`src/rtl/loader_pkg.sv`:
```
// rtl/loader_pkg.sv - shared types and defaults for the UART word loader
// Contents: loader state enum, default END_MARKER / TIMEOUT_CYCLES values,
//           word_width() helper giving WORD_W from BYTES_PER_WORD.
package loader_pkg;

    typedef enum logic [1:0] {
        ST_IDLE    = 2'd0,
        ST_COLLECT = 2'd1,
        ST_CHK     = 2'd2,
        ST_DONE    = 2'd3
    } loader_state_t;

    // Wide enough for the largest word (8 bytes); callers slice to WORD_W.
    localparam logic [63:0] DEFAULT_END_MARKER     = '1;
    localparam int          DEFAULT_TIMEOUT_CYCLES = 50000;

    function automatic int word_width(input int bytes_per_word);
        return 8 * bytes_per_word;
    endfunction

endpackage

```
`src/rtl/byte_assembler.sv`:
```
// rtl/byte_assembler.sv - little-endian byte-to-word assembler with timeout/break resync
// Ports: clk, resetn (async active-low); enable (collecting, clears the partial
//        word when low); rx_valid/rx_data/rx_break (UART receiver side);
//        word_valid/word (combinational, high in the cycle of the final byte);
//        discard (combinational, a partial word is being thrown away by a
//        timeout or a break).
module byte_assembler
    import loader_pkg::*;
#(
    parameter  int BYTES_PER_WORD = 4,
    parameter  int TIMEOUT_CYCLES = DEFAULT_TIMEOUT_CYCLES,
    localparam int WORD_W         = word_width(BYTES_PER_WORD)
) (
    input  logic              clk,
    input  logic              resetn,
    input  logic              enable,
    input  logic              rx_valid,
    input  logic [7:0]        rx_data,
    input  logic              rx_break,
    output logic              word_valid,
    output logic [WORD_W-1:0] word,
    output logic              discard
);

    localparam int IDX_W = (BYTES_PER_WORD > 1) ? $clog2(BYTES_PER_WORD) : 1;
    localparam int TO_W  = (TIMEOUT_CYCLES > 1) ? $clog2(TIMEOUT_CYCLES) : 1;
    localparam logic [IDX_W-1:0] LAST_IDX = IDX_W'(BYTES_PER_WORD - 1);
    localparam logic [TO_W-1:0]  TO_LAST  = (TIMEOUT_CYCLES > 0) ? TO_W'(TIMEOUT_CYCLES - 1) : '0;

    logic [WORD_W-1:0] shift_reg;
    logic [IDX_W-1:0]  byte_idx;
    logic [TO_W-1:0]   to_cnt;
    logic              partial;
    logic              timeout_hit;

    assign partial = (byte_idx != '0);

    // to_cnt counts idle cycles already seen; the TIMEOUT_CYCLES-th idle cycle fires.
    assign timeout_hit = (TIMEOUT_CYCLES != 0) && enable && partial &&
                         !rx_valid && !rx_break && (to_cnt == TO_LAST);

    // Break beats a simultaneous byte, so the final byte only counts without one.
    assign word_valid = enable && rx_valid && !rx_break && (byte_idx == LAST_IDX);
    assign discard    = enable && partial && (rx_break || timeout_hit);

    // The completed word includes the byte arriving this cycle.
    always_comb begin
        word = shift_reg;
        word[byte_idx*8 +: 8] = rx_data;
    end

    always_ff @(posedge clk or negedge resetn) begin
        if (!resetn) begin
            shift_reg <= '0;
            byte_idx  <= '0;
            to_cnt    <= '0;
        end else if (!enable || rx_break || timeout_hit) begin
            byte_idx <= '0;
            to_cnt   <= '0;
        end else if (rx_valid) begin
            shift_reg[byte_idx*8 +: 8] <= rx_data;
            byte_idx <= (byte_idx == LAST_IDX) ? '0 : byte_idx + 1'b1;
            to_cnt   <= '0;
        end else if (partial && (TIMEOUT_CYCLES != 0)) begin
            to_cnt <= to_cnt + 1'b1;
        end
    end

endmodule

```
`src/rtl/uart_word_loader.sv`:
```
// rtl/uart_word_loader.sv - loads UART byte stream as words into instruction memory
// Ports: clk, resetn (async active-low); load_en; rx_valid/rx_data/rx_break from
//        the UART receiver; mem_we/mem_addr/mem_wdata memory write port;
//        word_count, busy, write_done, overflow, sync_err status; checksum_ok
//        (only when LOADER_CHECKSUM_EN is defined).
// Optional: define LOADER_CHECKSUM_EN to expect a checksum word after the marker.
module uart_word_loader
    import loader_pkg::*;
#(
    parameter  int BYTES_PER_WORD = 4,
    parameter  int ADDR_W         = 8,
    parameter  logic [word_width(BYTES_PER_WORD)-1:0] END_MARKER =
                   DEFAULT_END_MARKER[word_width(BYTES_PER_WORD)-1:0],
    parameter  int TIMEOUT_CYCLES = DEFAULT_TIMEOUT_CYCLES,
    localparam int WORD_W         = word_width(BYTES_PER_WORD)
) (
    input  logic              clk,
    input  logic              resetn,
    input  logic              load_en,
    input  logic              rx_valid,
    input  logic [7:0]        rx_data,
    input  logic              rx_break,
    output logic              mem_we,
    output logic [ADDR_W-1:0] mem_addr,
    output logic [WORD_W-1:0] mem_wdata,
    output logic [ADDR_W:0]   word_count,
`ifdef LOADER_CHECKSUM_EN
    output logic              checksum_ok,
`endif
    output logic              busy,
    output logic              write_done,
    output logic              overflow,
    output logic              sync_err
);

    loader_state_t     state;
    logic              asm_enable;
    logic              word_valid;
    logic [WORD_W-1:0] word;
    logic              discard;

`ifdef LOADER_CHECKSUM_EN
    logic [WORD_W-1:0] sum;
    logic [WORD_W-1:0] neg_sum;
    assign neg_sum = '0 - sum;
`endif

    // Dropping load_en clears the partial word in the same cycle, with no sync_err.
    assign asm_enable = load_en && ((state == ST_COLLECT) || (state == ST_CHK));

    byte_assembler #(
        .BYTES_PER_WORD (BYTES_PER_WORD),
        .TIMEOUT_CYCLES (TIMEOUT_CYCLES)
    ) u_assembler (
        .clk        (clk),
        .resetn     (resetn),
        .enable     (asm_enable),
        .rx_valid   (rx_valid),
        .rx_data    (rx_data),
        .rx_break   (rx_break),
        .word_valid (word_valid),
        .word       (word),
        .discard    (discard)
    );

    always_ff @(posedge clk or negedge resetn) begin
        if (!resetn) begin
            state      <= ST_IDLE;
            mem_we     <= 1'b0;
            mem_addr   <= '0;
            mem_wdata  <= '0;
            word_count <= '0;
            busy       <= 1'b0;
            write_done <= 1'b0;
            overflow   <= 1'b0;
            sync_err   <= 1'b0;
`ifdef LOADER_CHECKSUM_EN
            sum         <= '0;
            checksum_ok <= 1'b0;
`endif
        end else begin
            mem_we <= 1'b0;
            case (state)
                ST_IDLE: begin
                    if (load_en) begin
                        state      <= ST_COLLECT;
                        busy       <= 1'b1;
                        word_count <= '0;
                        mem_addr   <= '0;
                        write_done <= 1'b0;
                        overflow   <= 1'b0;
                        sync_err   <= 1'b0;
`ifdef LOADER_CHECKSUM_EN
                        sum         <= '0;
                        checksum_ok <= 1'b0;
`endif
                    end
                end
                ST_COLLECT: begin
                    if (!load_en) begin
                        state <= ST_IDLE;
                        busy  <= 1'b0;
                    end else begin
                        if (discard) sync_err <= 1'b1;
                        if (word_valid) begin
                            if (word == END_MARKER) begin
                                busy <= 1'b0;
`ifdef LOADER_CHECKSUM_EN
                                state <= ST_CHK;
`else
                                state      <= ST_DONE;
                                write_done <= 1'b1;
`endif
                            end else if (!word_count[ADDR_W]) begin
                                // MSB of word_count set means all 2^ADDR_W slots are used.
                                mem_we     <= 1'b1;
                                mem_addr   <= word_count[ADDR_W-1:0];
                                mem_wdata  <= word;
                                word_count <= word_count + 1'b1;
`ifdef LOADER_CHECKSUM_EN
                                sum <= sum + word;
`endif
                            end else begin
                                overflow <= 1'b1;
                            end
                        end
                    end
                end
`ifdef LOADER_CHECKSUM_EN
                ST_CHK: begin
                    if (!load_en) begin
                        state <= ST_IDLE;
                    end else begin
                        if (discard) sync_err <= 1'b1;
                        if (word_valid) begin
                            checksum_ok <= (word == neg_sum);
                            write_done  <= 1'b1;
                            state       <= ST_DONE;
                        end
                    end
                end
`endif
                ST_DONE: begin
                    if (!load_en) state <= ST_IDLE;
                end
                default: state <= ST_IDLE;
            endcase
        end
    end

endmodule

```
`config.mk`:
```
export PLATFORM = sky130hd
export DESIGN_NAME = uart_word_loader
export DESIGN_NICKNAME = d
export VERILOG_FILES = /design/src/rtl/loader_pkg.sv /design/src/rtl/byte_assembler.sv /design/src/rtl/uart_word_loader.sv
export SDC_FILE = /design/constraint.sdc
export NUM_CORES = 1
export LEC_CHECK = 0
export CORE_MARGIN = 2
export CORE_UTILIZATION = 45
export CTS_CLUSTER_SIZE = 10
export DETAILED_ROUTE_END_ITERATION = 16
export GPL_TIMING_DRIVEN = 0
export PLACE_DENSITY = 0.67
export SETUP_SLACK_MARGIN = 0.3
export SYNTH_ARGS = -nofsm -noshare
export SYNTH_HDL_FRONTEND = slang
export SYNTH_SLANG_ARGS = --single-unit
```
`constraint.sdc`:
```
create_clock -name clk -period 5.4 [get_ports clk]
set_input_delay 0.81 -clock clk [delete_from_list [all_inputs] [get_ports clk]]
set_output_delay 0.81 -clock clk [all_outputs]
set_load 0.03 [all_outputs]
```
### Word level (Yosys, flattened, before mapping)

Cells that the tools add are included.

| operators by class | value |
|---|---|
| add/subtract/negate cells | 4 |
| multiply operators | 0 |
| div/mod/pow operators | 0 |
| $lt $le $gt $ge | 0 |
| equality and inequality tests | 17 |
| shift operators | 2 |
| mux-type cells | 48 |
| bitwise logic cells | 3 |
| reduce and logical (&&, ||, !) cells | 30 |

Operator list:

| kind | number |
|---|---|
| $mux 16 | 3 |
| $mux 9 | 5 |
| $mux 8 | 5 |
| $neg 5->34 | 1 |
| $shift 8x34->32 const A | 1 |
| $shiftx 8x34->32 | 1 |
| $bwmux 32 | 1 |
| $eq 32x32->1 const B | 1 |
| $mux 1 | 19 |
| $pmux 9 s2 | 1 |
| $add 16x1->16 const B | 1 |
| $eq 16x16->1 const B | 1 |
| $mux 2 | 8 |
| $pmux 8 s2 | 1 |
| $reduce_and 5->1 | 3 |
| $ne 2x2->1 const B | 7 |
| $reduce_and 4->1 | 3 |
| $reduce_and 6->1 | 2 |
| $add 9x1->9 const B | 1 |
| $logic_and 1x1->1 | 9 |
| $pmux 1 s2 | 4 |
| $eq 2x2->1 const B | 3 |
| $ne 3x2->1 const B | 2 |
| $pmux 2 s3 | 1 |
| 10 further kinds | 20 |

| storage, ports and cells | value |
|---|---|
| bits in registers | 106 |
| latch bits | 0 |
| RAM bits | 0 |
| memory bits (read-only) | 0 |
| memories kept | 0 |

### Depth between registers and ports, before layout

| depth | value |
|---|---|
| word-level depth | 12 |
| mapped depth | 13 |
| gate-level depth less buffers | 9 |

### Hierarchy

A second synthesis with hierarchy kept.

| second synthesis, totals | value |
|---|---|
| cell total of the unflattened synthesis | 575 |
| area, all modules | 5281.3 µm² |

By module, submodules not included:

| module | times used | cells an instance | area each (µm²) |
|---|---|---|---|
| byte_assembler | 1 | 301 | 2728.9 |
| uart_word_loader | 1 | 274 | 2552.4 |

### Worst setup path after synthesis

No wires, ideal clock.

| path | value |
|---|---|
| path type | flip-flop to flip-flop |
| from | register u_assembler.byte_idx[0] |
| to | register word_count[2] |
| arrival time | 2.889 ns |
| path slack | 2.381 ns |
| stages on the path, launching flop included | 12 |
| path buffers | 2 |
| cell sequence | dfrtp_1 > inv_1 > ha_1 > and4bb_4 > a22oi_2 > or4_4 > nor4_4 > a21o_1 > buf_6 > or2_4 > buf_12 > o211ai_2 |

| between the ends | value |
|---|---|
| cells in the longest elaborated chain, start to end | 6 |
| elaborated cells on any way between the ends | 10 |
| classes of those cells | add/sub: 1; eq/ne: 4; shift: 2; mux: 1; reduce/logical: 2 |

RTL lines:

| item | RTL line | text |
|---|---|---|
| from (decl) | byte_assembler.sv:31 | `logic [IDX_W-1:0] byte_idx;` |
| from (signal assigned) | byte_assembler.sv:62 | `byte_idx <= (byte_idx == LAST_IDX) ? '0 : byte_idx + 1'b1;` |
| $neg 5->34 | byte_assembler.sv:49 | `word[byte_idx*8 +: 8] = rx_data;` |
| $shiftx 8x34->32 or $shift 8x34->32 (tied branches) | byte_assembler.sv:49 |  |
| $bwmux 32 | byte_assembler.sv:49 |  |
| $eq 32x32->1 | uart_word_loader.sv:106 | `if (word == END_MARKER) begin` |
| $ne 2x2->1 (no source line) | -- |  |
| $reduce_and 6->1 (no source line) (*) | -- |  |
| to (signal assigned) | uart_word_loader.sv:119 | `word_count <= word_count + 1'b1;` |
| to (decl) | uart_word_loader.sv:26 | `output logic [ADDR_W:0] word_count,` |

Every way passes the cells marked *; elsewhere a longest branch is shown, timed or not.
A chain may end at the register's enable or synchronous reset.

### Worst setup path after layout

| path | value |
|---|---|
| from | register u_assembler.byte_idx[0] |
| to | register mem_wdata[12] |

| between the ends | value |
|---|---|
| cells in the longest elaborated chain, start to end | 6 |
| elaborated cells on any way between the ends | 9 |
| classes of those cells | add/sub: 1; eq/ne: 2; shift: 2; mux: 1; bitwise: 1; reduce/logical: 2 |

RTL lines:

| item | RTL line | text |
|---|---|---|
| $neg 5->34 | byte_assembler.sv:49 |  |
| $shiftx 8x34->32 or $shift 8x34->32 (tied branches) | byte_assembler.sv:49 |  |
| $bwmux 32 | byte_assembler.sv:49 |  |
| $eq 32x32->1 | uart_word_loader.sv:106 |  |
| $not 1->1 (no source line) | -- |  |
| $reduce_and 5->1 (no source line) | -- |  |
| to (signal assigned) | uart_word_loader.sv:118 | `mem_wdata <= word;` |
| to (decl) | uart_word_loader.sv:25 | `output logic [WORD_W-1:0] mem_wdata,` |

Several ways; a longest one is shown, not always the timed one.

==> summary.md <==
| Metric | Value |
|---|---|
| Status | finished, final reports clean |
| Post-DRT Antenna Nets | 0 |
| Clock Pin Slew Worst Setup and Hold Paths | ~0.07 ns |
| CTS tree | built |
| Int Pwr | around 1400 uW |
| Routed WL | between 10 and 15 mm |
| WHS Path Cells | 2 |
| R2R depth | 10 |
| Endpoint class of the critical path | register |
| Number of global-route vias before repair | between 4k and 5k |
| PwrDens | 302 nW/um^2 |
| Met2 usage | approximately a third |
| Vias per cell | around 5.7 |
| Clock Power Share | between 30% and 40% |
| Fin crit period | approximately 3.8 ns |
| Post-synthesis instance total | 562 |
| Bufs on Longest Clock Path | 2 |
| Fin. max-slew vios | 0 |
| Core Region | approximately 12000 sq um |
| Die Y | between 100 and 150 um |
| Post-synthesis net count | about 590 |
| Power share of the combinational group | a little over a fifth |
| Max Cap Violations | 0 |
| M3 GR Usage | roughly 4.0% |
| Max-slew headroom | a little under half |
| Nets | between 600 and 700 |
| Grt ovf | 0 |
| Via count | around 4.5k |
| Clock Sinks | around 110 |
| Worst-skew pair later-pin latency | roughly 0.34 ns |
| Routability cong. | about 0.9 |
| # diodes | 0 |
| Sequential share of power | 45.8% |
| Yosys cell types | between 60 and 70 |
| Asr flop ratio synth | 100% |
| Crit path kind | reg -> reg |
| Post-CTS setup buffer count | 0 |
| Critical Path Source Type | register |
| Drt initial violations | 288 |
| Initial antenna violation count | 0 |
| Drt drc | 0 |
| #FFs+latches synth | between 100 and 150 |
| Most common cell after layout, fill and taps aside | dfrtp_1 |
| CTS Hold Bufs | 0 |
| Post-cts resize count | 0 |
| P_sw | ~600 uW |
| TritonRoute pass-1 iters | 5 |
| Most crowded layer after global routing | met2 |
| Row cnt | 40 |
| Share of cells above drive strength 1 | between 7 and 8% |
| GR Util met1 | between 30 and 40% |
| TritonCTS buffer count | 9 |
| Top_reg_cell synth | dfrtp_1 |
| Root buf cell | clkbuf_16 |
| Maximum fanout along the worst path | 12 |
| Area Growth Syn to Fin | 20.5% |
| Starting density of the core | a little under half |
| Most frequent cells in the layout | dfrtp_1, nand2_1, nor2_1, clkdlybuf4s50_1, a21oi_1 |
| Maximum level of the CTS H-tree | 3 |
| Sequential area share after synthesis | about half |
| First-pass GRT wire length | between 20 and 25 mm |
| Net Sw Frac | between 30% and 40% |
| Final setup vio count | 0 |
| RSZ-0062 raised after global routing | false |
| Peak VDD IR | 0.202 mV |
| Final hold violation count | 0 |
| Die width | 114 um |
| Post-DP HPWL | 9.42 mm |
| Routed WL per cell | 16.9 um |
| Yosys warns | 0 |
| Synth Area per Inst | 9.63 sq um |
| Worst endpoint required time | ~5.6 ns |
| Placed cells | about 770 |
| Arrival time worst endpoint | about 4.0 ns |
| HP Class | reg -> reg |
| Period Utilization, post-route | 70.0% |
| GRT Util Overall | about 22% |
| Fmax | roughly 0.26 GHz |
| Mapped Area | approximately 5400 sq um |
| Largest net degree at the start of global routing | 60 |
| Fin cells | roughly 790 |
| Worst slew pin tran | slightly below 0.8 ns |
| Die Area | roughly 13000 sq um |
| Worst hold slack | 0.477 ns |
| Leakage | about 0.0028 uW |
| Num ports | 67 |
| Number of synthesized flops with an enable pin | 0 |
| Clk_skew | ~0.0077 ns |
| PortBufs | between 60 and 70 |
-- power by group through the flow --
stage	logic [uW]	clock network [uW]	registers (uW)
2_1_floorplan	234	0	955
3_3_place_gp	413	0	915
6_report	425	640	902
5_1_grt	469	690	910
4_1_cts	428	655	902
3_5_place_dp	425	0	917
-- worst paths after layout --
path                                          start                  endpoint  slack (ns)
max                         u_assembler.byte_idx[0]             mem_wdata[12]        1.62
min                        u_assembler.shift_reg[3]  u_assembler.shift_reg[3]        0.48
max reg2reg                 u_assembler.byte_idx[0]             mem_wdata[12]        1.62
min reg2reg                u_assembler.shift_reg[3]  u_assembler.shift_reg[3]        0.48
max in group asynchronous                    resetn                      busy        4.19
min in group asynchronous                    resetn              mem_wdata[7]        0.49
-- worst max-delay path: stages, from the launching register on --
cell and delay (ns):
dfrtp_1 0.56, inv_1 0.16, ha_1 0.44, nor2_1 0.10
buf_4 0.19, a31oi_1 0.40, nor3_1 0.11, and4_1 0.25
a2111oi_4 0.78, clkbuf_1 0.49, a21oi_1 0.15
-- through the flow --
step | instance area, sq um | setup WS [ns] | utilization [%] | TNS (ns) | total power [uW]
after floorplan | 5410 | 2.38 | - | 0 | 1190
after global placement | 6210 | -0.498 | 52.3 | -52.27 | 1330
after detailed placement | 6230 | 1.45 | 52.5 | 0 | 1340
after CTS | 6520 | 1.66 | 55.0 | 0 | 1980
after global routing | 6520 | 1.34 | 55.0 | 0 | 2070
final | 6520 | 1.62 | 55.0 | 0 | 1970
-- layer usage --
metal	vias to the layer above	wire length, um
li1	2145	-
met1	2215	5990
met2	127	6350
met3	17	699
met4	0	223
met5	-	0
-- layout make-up --
cell class                      instances  area [sq um]
Tap cell                              147           184
Fill cell                            1091          5340
Sequential cell                       106          2650
Clock buffer                           14           284
Clock inverter                          1          7.51
Inverter                               10          37.5
Buffer                                 38           194
Multi-Input combinational cell        408          2530
Timing Repair Buffer                   62           636
-- cell families after synthesis --
| kind of cell | after synthesis | synth area share (%) |
|---|---|---|
| AO/OA/AOI/OAI | 152 | 19.8 |
| XOR/XNOR | 15 | 2.43 |
| adder cells (fa/ha/maj) | 11 | 2.54 |
| buffers and inverters | 48 | 4.28 |
| flip-flops | 106 | 49.0 |
| multiplexers | 3 | 0.578 |
| AND/OR/NAND/NOR | 227 | 21.3 |
-- synth_stat cells, types with 9 or more instances --
| cell type | n | share of area, % |
|---|---|---|
| nor2_1 | 62 | 4.3 |
| dfrtp_1 | 106 | 49 |
| a22o_1 | 24 | 3.9 |
| nand2_1 | 64 | 4.4 |
| o211ai_2 | 10 | 2.3 |
| o21ai_0 | 18 | 1.7 |
| a31oi_1 | 11 | 1.3 |
| inv_1 | 9 | 0.62 |
| nor2b_1 | 27 | 3.1 |
| a21oi_1 | 55 | 5.1 |
| ha_1 | 11 | 2.5 |
| clkbuf_1 | 24 | 1.7 |
| nand3_1 | 22 | 2.0 |
Note: power is estimated with default switching activity, not from simulation.
